### config.mk
export PLATFORM = sky130hd
export DESIGN_NAME = sp_linebuf_sched_flat
export DESIGN_NICKNAME = d
export VERILOG_FILES = /design/src/rtl/sp_linebuf_sched_pkg.sv /design/src/rtl/sp_linebuf_sched_if.sv /design/src/rtl/sp_linebuf_sched_pos_counter.sv /design/src/rtl/sp_linebuf_sched.sv /design/src/flat_wrapper.sv
export SDC_FILE = /design/constraint.sdc
export NUM_CORES = 1
export LEC_CHECK = 0
export ABC_AREA = 1
export CAP_MARGIN = 5
export CORE_ASPECT_RATIO = 0.5
export CORE_MARGIN = 2
export CORE_UTILIZATION = 35
export CTS_BUF_LIST = sky130_fd_sc_hd__clkbuf_8
export DETAILED_ROUTE_END_ITERATION = 10
export PLACE_DENSITY = 0.68
export RECOVER_POWER = 100
export SKIP_LAST_GASP = 1
export SLEW_MARGIN = 20
export SYNTH_ARGS = -nofsm -noshare
export SYNTH_HDL_FRONTEND = slang
export SYNTH_SLANG_ARGS = --single-unit
### constraint.sdc
create_clock -name clk -period 2.8 [get_ports clk]
set_input_delay 0.28 -clock clk [delete_from_list [all_inputs] [get_ports clk]]
set_output_delay 0.28 -clock clk [all_outputs]
set_load 0.01 [all_outputs]
### src/rtl/sp_linebuf_sched_pkg.sv
// Shared types and helpers for the salt-and-pepper line-buffer scheduler.
package sp_linebuf_sched_pkg;

  typedef enum logic [1:0] {IDLE, RUN, FLUSH, DONE} state_t;

  // Rows missing above the window centre.
  function automatic int pad_top_f(input int pos_y, input int half);
    return (pos_y >= half) ? 0 : half - pos_y;
  endfunction

  // Rows missing below the window centre (last real row is h-1).
  function automatic int pad_bot_f(input int pos_y, input int half, input int h);
    int v;
    v = pos_y + half - (h - 1);
    return (v > 0) ? v : 0;
  endfunction

  // Bank rotation, modulo the number of line banks.
  function automatic int next_bank(input int b, input int nb);
    return (b == nb - 1) ? 0 : b + 1;
  endfunction

endpackage

### src/rtl/sp_linebuf_sched_if.sv
// Pixel-in / bank-control-out bundle of the line-buffer scheduler.
interface sp_linebuf_sched_if #(
  parameter int NUM        = 5,
  parameter int DATADEPTH  = 12,
  parameter int IMG_WIDTH  = 1920,
  parameter int IMG_HEIGHT = 10
);
  localparam int AW = $clog2(IMG_WIDTH);
  localparam int YW = $clog2(IMG_HEIGHT);
  localparam int BW = $clog2(NUM-1);
  localparam int PW = $clog2(NUM);

  logic                 vsync, hsync, pix_valid;
  logic [DATADEPTH-1:0] data_i;
  logic [NUM-2:0]       bank_we;
  logic [AW-1:0]        mem_addr;
  logic [DATADEPTH-1:0] mem_wdata;
  logic                 mem_re;
  logic [DATADEPTH-1:0] cur_pix;
  logic [BW-1:0]        oldest_bank;
  logic                 win_valid;
  logic [AW-1:0]        pos_x;
  logic [YW-1:0]        pos_y;
  logic [PW-1:0]        pad_top, pad_bot;
  logic                 frame_done, line_err;

  modport master (
    output vsync, hsync, pix_valid, data_i,
    input  bank_we, mem_addr, mem_wdata, mem_re, cur_pix, oldest_bank, win_valid,
           pos_x, pos_y, pad_top, pad_bot, frame_done, line_err
  );

  modport slave (
    input  vsync, hsync, pix_valid, data_i,
    output bank_we, mem_addr, mem_wdata, mem_re, cur_pix, oldest_bank, win_valid,
           pos_x, pos_y, pad_top, pad_bot, frame_done, line_err
  );
endinterface

### src/rtl/sp_linebuf_sched_pos_counter.sv
// Column/row/bank position tracker: restart, short-line recovery, long-line
// saturation and the sticky line error. Outputs are the position used by the
// access happening this cycle.
module sp_linebuf_sched_pos_counter
  import sp_linebuf_sched_pkg::*;
#(
  parameter int IMG_WIDTH  = 1920,
  parameter int IMG_HEIGHT = 10,
  parameter int NB         = 4,
  parameter int HALF       = 2,
  parameter int AW         = 11,
  parameter int YIW        = 4,
  parameter int BW         = 2
) (
  input  logic           clk,
  input  logic           rst,
  input  logic           start_i,
  input  logic           run_i,
  input  logic           flush_i,
  input  logic           pix_i,
  input  logic           hs_i,
  output logic [AW-1:0]  x_o,
  output logic [YIW-1:0] y_o,
  output logic [BW-1:0]  bank_o,
  output logic           acc_o,
  output logic           wr_o,
  output logic           run_end_o,
  output logic           flush_end_o,
  output logic           err_o
);
  logic [AW-1:0]  x_q, x_d, ex;
  logic [YIW-1:0] y_q, y_d, ey;
  logic [BW-1:0]  b_q, b_d, eb;
  logic           wait_q, wait_d, err_q, err_d;
  logic           acc, wr, short_end, last_col;

  // Effective position of this cycle's access, then advance past it.
  always_comb begin
    ex = x_q; ey = y_q; eb = b_q;
    acc = 1'b0; wr = 1'b0; short_end = 1'b0;
    err_d = err_q; wait_d = wait_q;
    if (start_i) begin
      ex = '0; ey = '0; eb = '0; err_d = 1'b0; wait_d = 1'b0;
      acc = 1'b1; wr = 1'b1;
    end else if (flush_i) begin
      acc = 1'b1;
    end else if (run_i && pix_i) begin
      if (hs_i) begin
        wait_d = 1'b0;
        // hsync before the line completed: close it and start the next one
        if (!wait_q) begin
          err_d = 1'b1; ex = '0; ey = y_q + 1'b1; eb = BW'(next_bank(int'(b_q), NB));
        end
        if (ey < YIW'(IMG_HEIGHT)) begin
          acc = 1'b1; wr = 1'b1;
        end else begin
          short_end = 1'b1;
        end
      end else if (wait_q) begin
        err_d = 1'b1;                 // extra pixel past line end: dropped
      end else begin
        acc = 1'b1; wr = 1'b1;
      end
    end
    last_col = (ex == AW'(IMG_WIDTH-1));
    x_d = ex; y_d = ey; b_d = eb;
    if (acc) begin
      if (last_col) begin
        x_d = '0; y_d = ey + 1'b1; b_d = BW'(next_bank(int'(eb), NB)); wait_d = 1'b1;
      end else begin
        x_d = ex + 1'b1;
      end
    end
  end

  // Position state.
  always_ff @(posedge clk) begin
    if (rst) begin
      x_q <= '0; y_q <= '0; b_q <= '0; wait_q <= 1'b0; err_q <= 1'b0;
    end else begin
      x_q <= x_d; y_q <= y_d; b_q <= b_d; wait_q <= wait_d; err_q <= err_d;
    end
  end

  assign x_o         = ex;
  assign y_o         = ey;
  assign bank_o      = eb;
  assign acc_o       = acc;
  assign wr_o        = wr;
  assign err_o       = err_q;
  assign run_end_o   = (wr && last_col && ey == YIW'(IMG_HEIGHT-1)) || short_end;
  assign flush_end_o = flush_i && last_col && ey == YIW'(IMG_HEIGHT+HALF-1);
endmodule

### src/rtl/sp_linebuf_sched.sv
// Line-buffer scheduler: bank write rotation, shared SRAM address, and the
// window-valid / pad stream aligned to the one-cycle SRAM read.
module sp_linebuf_sched
  import sp_linebuf_sched_pkg::*;
#(
  parameter int NUM        = 5,
  parameter int DATADEPTH  = 12,
  parameter int IMG_WIDTH  = 1920,
  parameter int IMG_HEIGHT = 10
) (
  input  logic               clk,
  input  logic               rst,
  sp_linebuf_sched_if.slave  bus
);
  localparam int HALF = NUM / 2;
  localparam int NB   = NUM - 1;
  localparam int AW   = $clog2(IMG_WIDTH);
  localparam int YW   = $clog2(IMG_HEIGHT);
  localparam int YIW  = $clog2(IMG_HEIGHT + HALF + 1);
  localparam int BW   = $clog2(NB);
  localparam int PW   = $clog2(NUM);

  state_t               st_q;
  logic                 start, acc, wr, run_end, flush_end, err, win_d, fd_q;
  logic [AW-1:0]        ex;
  logic [YIW-1:0]       ey, py_full;
  logic [BW-1:0]        eb;
  logic                 win_q;
  logic [AW-1:0]        pos_x_q;
  logic [YW-1:0]        pos_y_q;
  logic [PW-1:0]        pad_top_q, pad_bot_q;
  logic [BW-1:0]        old_q;
  logic [DATADEPTH-1:0] cur_q;

  // A new frame always begins with a valid pixel tagged vsync.
  assign start = bus.vsync & bus.pix_valid;

  sp_linebuf_sched_pos_counter #(
    .IMG_WIDTH(IMG_WIDTH), .IMG_HEIGHT(IMG_HEIGHT), .NB(NB), .HALF(HALF),
    .AW(AW), .YIW(YIW), .BW(BW)
  ) u_pos (
    .clk(clk), .rst(rst), .start_i(start), .run_i(st_q == RUN), .flush_i(st_q == FLUSH),
    .pix_i(bus.pix_valid), .hs_i(bus.hsync), .x_o(ex), .y_o(ey), .bank_o(eb),
    .acc_o(acc), .wr_o(wr), .run_end_o(run_end), .flush_end_o(flush_end), .err_o(err)
  );

  assign bus.bank_we   = wr ? (NB'(1) << eb) : '0;
  assign bus.mem_addr  = ex;
  assign bus.mem_re    = acc;
  assign bus.mem_wdata = bus.data_i;
  assign bus.line_err  = err;

  assign win_d   = acc && (ey >= YIW'(HALF));
  assign py_full = ey - YIW'(HALF);

  // Window descriptor registered from the access cycle, zeroed when idle.
  always_ff @(posedge clk) begin
    if (rst) begin
      win_q <= 1'b0; pos_x_q <= '0; pos_y_q <= '0;
      pad_top_q <= '0; pad_bot_q <= '0; old_q <= '0; cur_q <= '0;
    end else begin
      win_q     <= win_d;
      pos_x_q   <= win_d ? ex : '0;
      pos_y_q   <= win_d ? YW'(py_full) : '0;
      pad_top_q <= win_d ? PW'(pad_top_f(int'(py_full), HALF)) : '0;
      pad_bot_q <= win_d ? PW'(pad_bot_f(int'(py_full), HALF, IMG_HEIGHT)) : '0;
      old_q     <= win_d ? eb : '0;
      cur_q     <= win_d ? bus.data_i : '0;
    end
  end

  // Frame FSM; vsync restarts from any state.
  always_ff @(posedge clk) begin
    if (rst) begin
      st_q <= IDLE; fd_q <= 1'b0;
    end else begin
      fd_q <= 1'b0;
      if (start) st_q <= RUN;
      else begin
        case (st_q)
          RUN:     if (run_end) st_q <= FLUSH;
          FLUSH:   if (flush_end) st_q <= DONE;
          DONE:    begin st_q <= IDLE; fd_q <= 1'b1; end
          default: st_q <= IDLE;
        endcase
      end
    end
  end

  assign bus.win_valid   = win_q;
  assign bus.pos_x       = pos_x_q;
  assign bus.pos_y       = pos_y_q;
  assign bus.pad_top     = pad_top_q;
  assign bus.pad_bot     = pad_bot_q;
  assign bus.oldest_bank = old_q;
  assign bus.cur_pix     = cur_q;
  assign bus.frame_done  = fd_q;
endmodule

### src/flat_wrapper.sv
// flat-port wrapper written by rule: the top's interface ports become plain ports
module sp_linebuf_sched_flat import sp_linebuf_sched_pkg::*;
#(
  parameter int NUM        = 5,
  parameter int DATADEPTH  = 12,
  parameter int IMG_WIDTH  = 1920,
  parameter int IMG_HEIGHT = 10
)
  (clk, rst, bus_vsync, bus_hsync, bus_pix_valid, bus_data_i, bus_bank_we, bus_mem_addr, bus_mem_wdata, bus_mem_re, bus_cur_pix, bus_oldest_bank, bus_win_valid, bus_pos_x, bus_pos_y, bus_pad_top, bus_pad_bot, bus_frame_done, bus_line_err);
  sp_linebuf_sched_if #(.NUM(NUM), .DATADEPTH(DATADEPTH), .IMG_WIDTH(IMG_WIDTH), .IMG_HEIGHT(IMG_HEIGHT)) bus_i ();
  input  logic clk;
  input  logic rst;
  input wire logic [$bits(bus_i.vsync)-1:0] bus_vsync;
  input wire logic [$bits(bus_i.hsync)-1:0] bus_hsync;
  input wire logic [$bits(bus_i.pix_valid)-1:0] bus_pix_valid;
  input wire logic [$bits(bus_i.data_i)-1:0] bus_data_i;
  output wire logic [$bits(bus_i.bank_we)-1:0] bus_bank_we;
  output wire logic [$bits(bus_i.mem_addr)-1:0] bus_mem_addr;
  output wire logic [$bits(bus_i.mem_wdata)-1:0] bus_mem_wdata;
  output wire logic [$bits(bus_i.mem_re)-1:0] bus_mem_re;
  output wire logic [$bits(bus_i.cur_pix)-1:0] bus_cur_pix;
  output wire logic [$bits(bus_i.oldest_bank)-1:0] bus_oldest_bank;
  output wire logic [$bits(bus_i.win_valid)-1:0] bus_win_valid;
  output wire logic [$bits(bus_i.pos_x)-1:0] bus_pos_x;
  output wire logic [$bits(bus_i.pos_y)-1:0] bus_pos_y;
  output wire logic [$bits(bus_i.pad_top)-1:0] bus_pad_top;
  output wire logic [$bits(bus_i.pad_bot)-1:0] bus_pad_bot;
  output wire logic [$bits(bus_i.frame_done)-1:0] bus_frame_done;
  output wire logic [$bits(bus_i.line_err)-1:0] bus_line_err;
  assign bus_i.vsync = bus_vsync;
  assign bus_i.hsync = bus_hsync;
  assign bus_i.pix_valid = bus_pix_valid;
  assign bus_i.data_i = bus_data_i;
  assign bus_bank_we = bus_i.bank_we;
  assign bus_mem_addr = bus_i.mem_addr;
  assign bus_mem_wdata = bus_i.mem_wdata;
  assign bus_mem_re = bus_i.mem_re;
  assign bus_cur_pix = bus_i.cur_pix;
  assign bus_oldest_bank = bus_i.oldest_bank;
  assign bus_win_valid = bus_i.win_valid;
  assign bus_pos_x = bus_i.pos_x;
  assign bus_pos_y = bus_i.pos_y;
  assign bus_pad_top = bus_i.pad_top;
  assign bus_pad_bot = bus_i.pad_bot;
  assign bus_frame_done = bus_i.frame_done;
  assign bus_line_err = bus_i.line_err;
  sp_linebuf_sched #(.NUM(NUM), .DATADEPTH(DATADEPTH), .IMG_WIDTH(IMG_WIDTH), .IMG_HEIGHT(IMG_HEIGHT)) u_core (.clk(clk), .rst(rst), .bus(bus_i));
endmodule
==> out/qor_table.md <==
| Group | Quantity | Value |
|:---|:---|:---|
| global routing | Largest net degree at the start of global routing | 15 |
| synth | Post-synth top area share | 0.401 |
| die | Ports placed on the boundary | 83 |
| pwr | Tot Pwr | 0.00216 W |
| synth | Cell types with the highest counts after synthesis | nor2_1, nand2_1, inv_1 |
| synth | Post-synthesis share of cell area spent on and, or, nand and nor gates | 0.319 |
| setup path | CP cell instances | inv_1, ha_1, nand2_1, inv_1, nand3_2, buf_4, buf_4, nand3_1, inv_1, clkdlybuf4s50_1 |
| clocking | Number of hold buffers added after CTS | 0 |
| synth | Sequential element share of the synthesized area | 0.401 |
| cells and area | Count of fill cells added during filler insertion | 764 |
| setup path | Number of buffer and inverter instances along the worst setup path | 6 |
| pwr | Maximum resistive drop on vdd | 0.292 mV |
| sta | Transition at the pin with the smallest max-transition slack | 329 ps |
| place | Worst setup timing slack at the placement stage | 35.8 ps |
| clocking | Root buf cell | clkbuf_8 |
| clocking | Cts bufs inserted | 9 |
| clocking | CTS tree | yes |
| clocking | Buffer levels on the longest clock path | 2 |
| synth | Count of cell types in the netlist | 31 |
| cells and area | Share of cells above drive strength 1 | 0.150 |
| drt | Initial detailed-routing violation count | 195 |
| die | Die area | 9060 sq um |
| die | Number of rows in the core area | 23 |
| global routing | Global route total overflow | 0 |
| drt | Via count | 2794 |
| setup path | Slowest cell on crit path | clkdlybuf4s50_1 |
| drt | Routed WL per cell | 11.6 microns |
| place | Sum of net half-perimeters after detailed placement | 5630 microns |
| synth | Mapped cell area | 2900 sq um |
| setup path | Endpoint kind of the worst setup timing path | output port |
| synth | Most frequent cell after synthesis | nor2_1 |
| hold path | Min-delay worst type | primary input to flop |
| global routing | GRT Util Overall | 0.165 |
| global routing | Global-route wire length before repair | 11600 microns |
| global routing | Via count of the first global-routing pass | 2516 |
| setup path | Worst r2r src | u_core.st_q[1] |
| job | Max-cap viol count | 0 |
| place | Routability-driven placement congestion ratio | 0.862 |
| drt | 1st-pass router iterations | 4 |
| drt | Number of vias per cell | 4.51 |
| sta | Maximum achievable frequency | 378 MHz |
| synth | Number of instances in the synthesized netlist | 402 |
| synth | Dominant combinational cell family by area after synthesis | simple AND/OR/NAND/NOR gates |
| clocking | CTS Sinks | 58 |
| synth | Mean cell area of the mapped netlist | 7.21 sq um |
| synth | Compound-gate portion of the synthesized area | 0.0544 |
| synth | Primary flip-flop cell chosen by synthesis mapping | dfxtp_1 |
| sta | Share of the clock period used by the worst path | 0.945 |
| setup path | Critical path class | flop to output port |
| synth | Post-Synth Adder-Cell Area | 0.0821 |
| die | Overall die height | 68.3 microns |
| setup path | Most used cell, CP | inv_1 |
| place | Number of buffers inserted by port buffering | 82 |
| sta | Setup repair after global routing missed its margin | true |
| outcome | Result of the run | complete, no violations |
| clocking | H-tree levels | 3 |
| synth | Top cell type by total area after synthesis | dfxtp_1 |
| sta | Hold Vio Cnt, Final | 0 |
| sta | Worst rel slew slack | 0.780 |
| pwr | Power density over the cells | 523 nW/um^2 |
| synth | #FFs+latches synth | 58 |
| setup path | Startpoint kind of the worst setup timing path | flop |
| sta | Total setup violations reported at the end of the flow | 0 |
| global routing | Antenna violations before repair | 0 |
| drt | Post-DRT Antenna Nets | 0 |
| die | Width of the die | 133 microns |
| pwr | Leakage power | 1.90 nW |
| synth | Total number of yosys warnings | 0 |
| setup path | Worst EP arrival | 2370 ps |
| drt | DRC violations left | 0 |
| cells and area | P&R area growth vs syn | 42.6% |
| die | Placeable core region | 8030 sq um |
| synth | Share of cell area taken by muxes after synthesis | 0 |
| die | Initial Utilization | 0.361 |
| sta | Post-layout min period | 2650 ps |
| synth | Post-synthesis async set-or-reset flop share | 0 |
| setup path | CP max FO | 14 |
| hold path | Launch point of the worst hold path | bus_data_i[7] |
| synth | EDFF count, synth | 0 |
| setup path | Gate family responsible for the most delay along the worst path | buffers and inverters |
| cells and area | Antenna diode count | 0 |
| setup path | Worst stage delay on the critical path | 550 ps |
| setup path | Worst Path Required | 2520 ps |
| sta | Final worst clock skew | 11.2 ps |
| cells and area | Number of nets in the finished design | 541 |
| sta | Final Slew Violations | 0 |
| synth | Synthesized net count | 438 |
| synth | Leading post-synthesis cells by cell area | dfxtp_1, nor2_1, ha_1 |
| sta | Smallest setup slack after layout | 153 ps |
| clocking | Source-to-sink clock delay at the later pin of the worst-skew pair | 340 ps |
| drt | Final Routed Wirelength | 7190 microns |
| synth | Post-synthesis share of cell area spent on xor and xnor gates | 0.00302 |
| setup path | Launching element of the worst setup path | u_core.st_q[1] |
| clocking | Worst-path clk slew | 70 ps |
## layout by cell type, fill, tap and decap left out, types with 2 or more instances in the layout
cell             synthesis  routed
clkdlybuf4s50_1          0      77
nor2_1                  76      74
nand2_1                 62      61
inv_1                   61      61
dfxtp_1                 58      56
buf_4                   16      30
nand3_1                 27      27
ha_1                    19      18
a21oi_1                 17      17
inv_2                   10      12
clkbuf_8                 0      11
nor3_1                  10       9
nand4_1                  8       8
o21ai_0                  7       7
nand3_2                  5       5
nor2_2                   3       4
dlygate4sd2_1            0       4
nand2_2                  2       3
nor2_4                   2       3
nor3_2                   2       3
nor4_1                   3       3
dfxtp_2                  0       2
## power by group
group | internal [W] | total, W | switching [W]
clock network | 0.000348 | 0.000659 | 0.000311
registers | 0.000871 | 0.000894 | 0.0000232
logic | 0.000262 | 0.000605 | 0.000342
total | 0.00148 | 0.00216 | 0.000677
## flip-flops by register name, summed over array words and instances (netlist names)
signal / flops
u_core.bus.oldest_bank: 2
u_core.bus.pos_x: 11
u_core.u_pos.err_o: 1
u_core.bus.pad_bot: 3
u_core.u_pos.x_q: 11
u_core.bus.cur_pix: 12
u_core.bus.frame_done: 1
u_core.u_pos.b_q: 2
u_core.bus.pad_top: 3
u_core.u_pos.y_q: 4
u_core.u_pos.wait_q: 1
u_core.bus.win_valid: 1
u_core.st_q: 2
u_core.bus.pos_y: 4
## final timing paths
path / endpoint / slack (ps) / cells past startpoint
max: bus_mem_addr[2] / 150 / 10
min reg2reg: u_core.bus.pos_x[8] / 500 / 2
min: u_core.bus.cur_pix[7] / 490 / 3
max reg2reg: u_core.st_q[1] / 220 / 20
## routing by layer
layer / wire length [microns] / vias to the layer above / global-route usage
li1: - / 1447 / -
met1: 3420 / 1255 / 0.206
met2: 3150 / 78 / 0.266
met3: 493 / 14 / 0.0622
met4: 121 / 0 / 0.0632
met5: 0 / - / 0
## kinds of logic after synthesis
family | after synthesis
buffers and inverters | 92
xor gates and xnor gates | 1
DFF | 58
adders and majority gates | 19
and+or+nand+nor | 203
AOI/OAI and AO/OA | 29
## tightest hold or removal path: stages
cell             delay [ps]
clkdlybuf4s50_1         410
inv_1                    60
nor2_1                   30
## layout make-up
| type | instances | area, sq um | share of cell area |
|---|---|---|---|
| clock buffers | 11 | 151 | 0.0367 |
| clock inverters | 2 | 7.51 | 0.00182 |
| flip-flops and latches | 58 | 1160 | 0.282 |
| multi-input cells | 252 | 1350 | 0.328 |
| repair buffers | 112 | 1040 | 0.253 |
| inverters | 72 | 270 | 0.0654 |
| well taps | 112 | 140 | 0.0339 |
## per-stage QoR
| stage | cell area, sq um | utilization | instances | hold WS [ps] | TNS, ps |
|---|---|---|---|---|---|
| 5_1_grt | 4130 | 0.514 | 619 | 474 | -9.13 |
| 6_report | 4130 | 0.514 | 619 | 488 | 0 |
| 4_1_cts | 4120 | 0.513 | 619 | 472 | 0 |
| 3_3_place_gp | 3950 | 0.491 | 606 | 489 | 0 |
| 2_1_floorplan | 2900 | - | 402 | 392 | 0 |
| 3_5_place_dp | 3950 | 0.491 | 606 | 492 | 0 |
## what timing repair did
| action | in CTS | in global routing |
|---|---|---|
| resized for setup | 10 | 6 |
| setup endpoints to repair | 4 | 7 |
| pin swaps | 0 | 0 |
| setup buffers | 0 | 0 |
No activity file was read; power rests on OpenSTA's default activity.
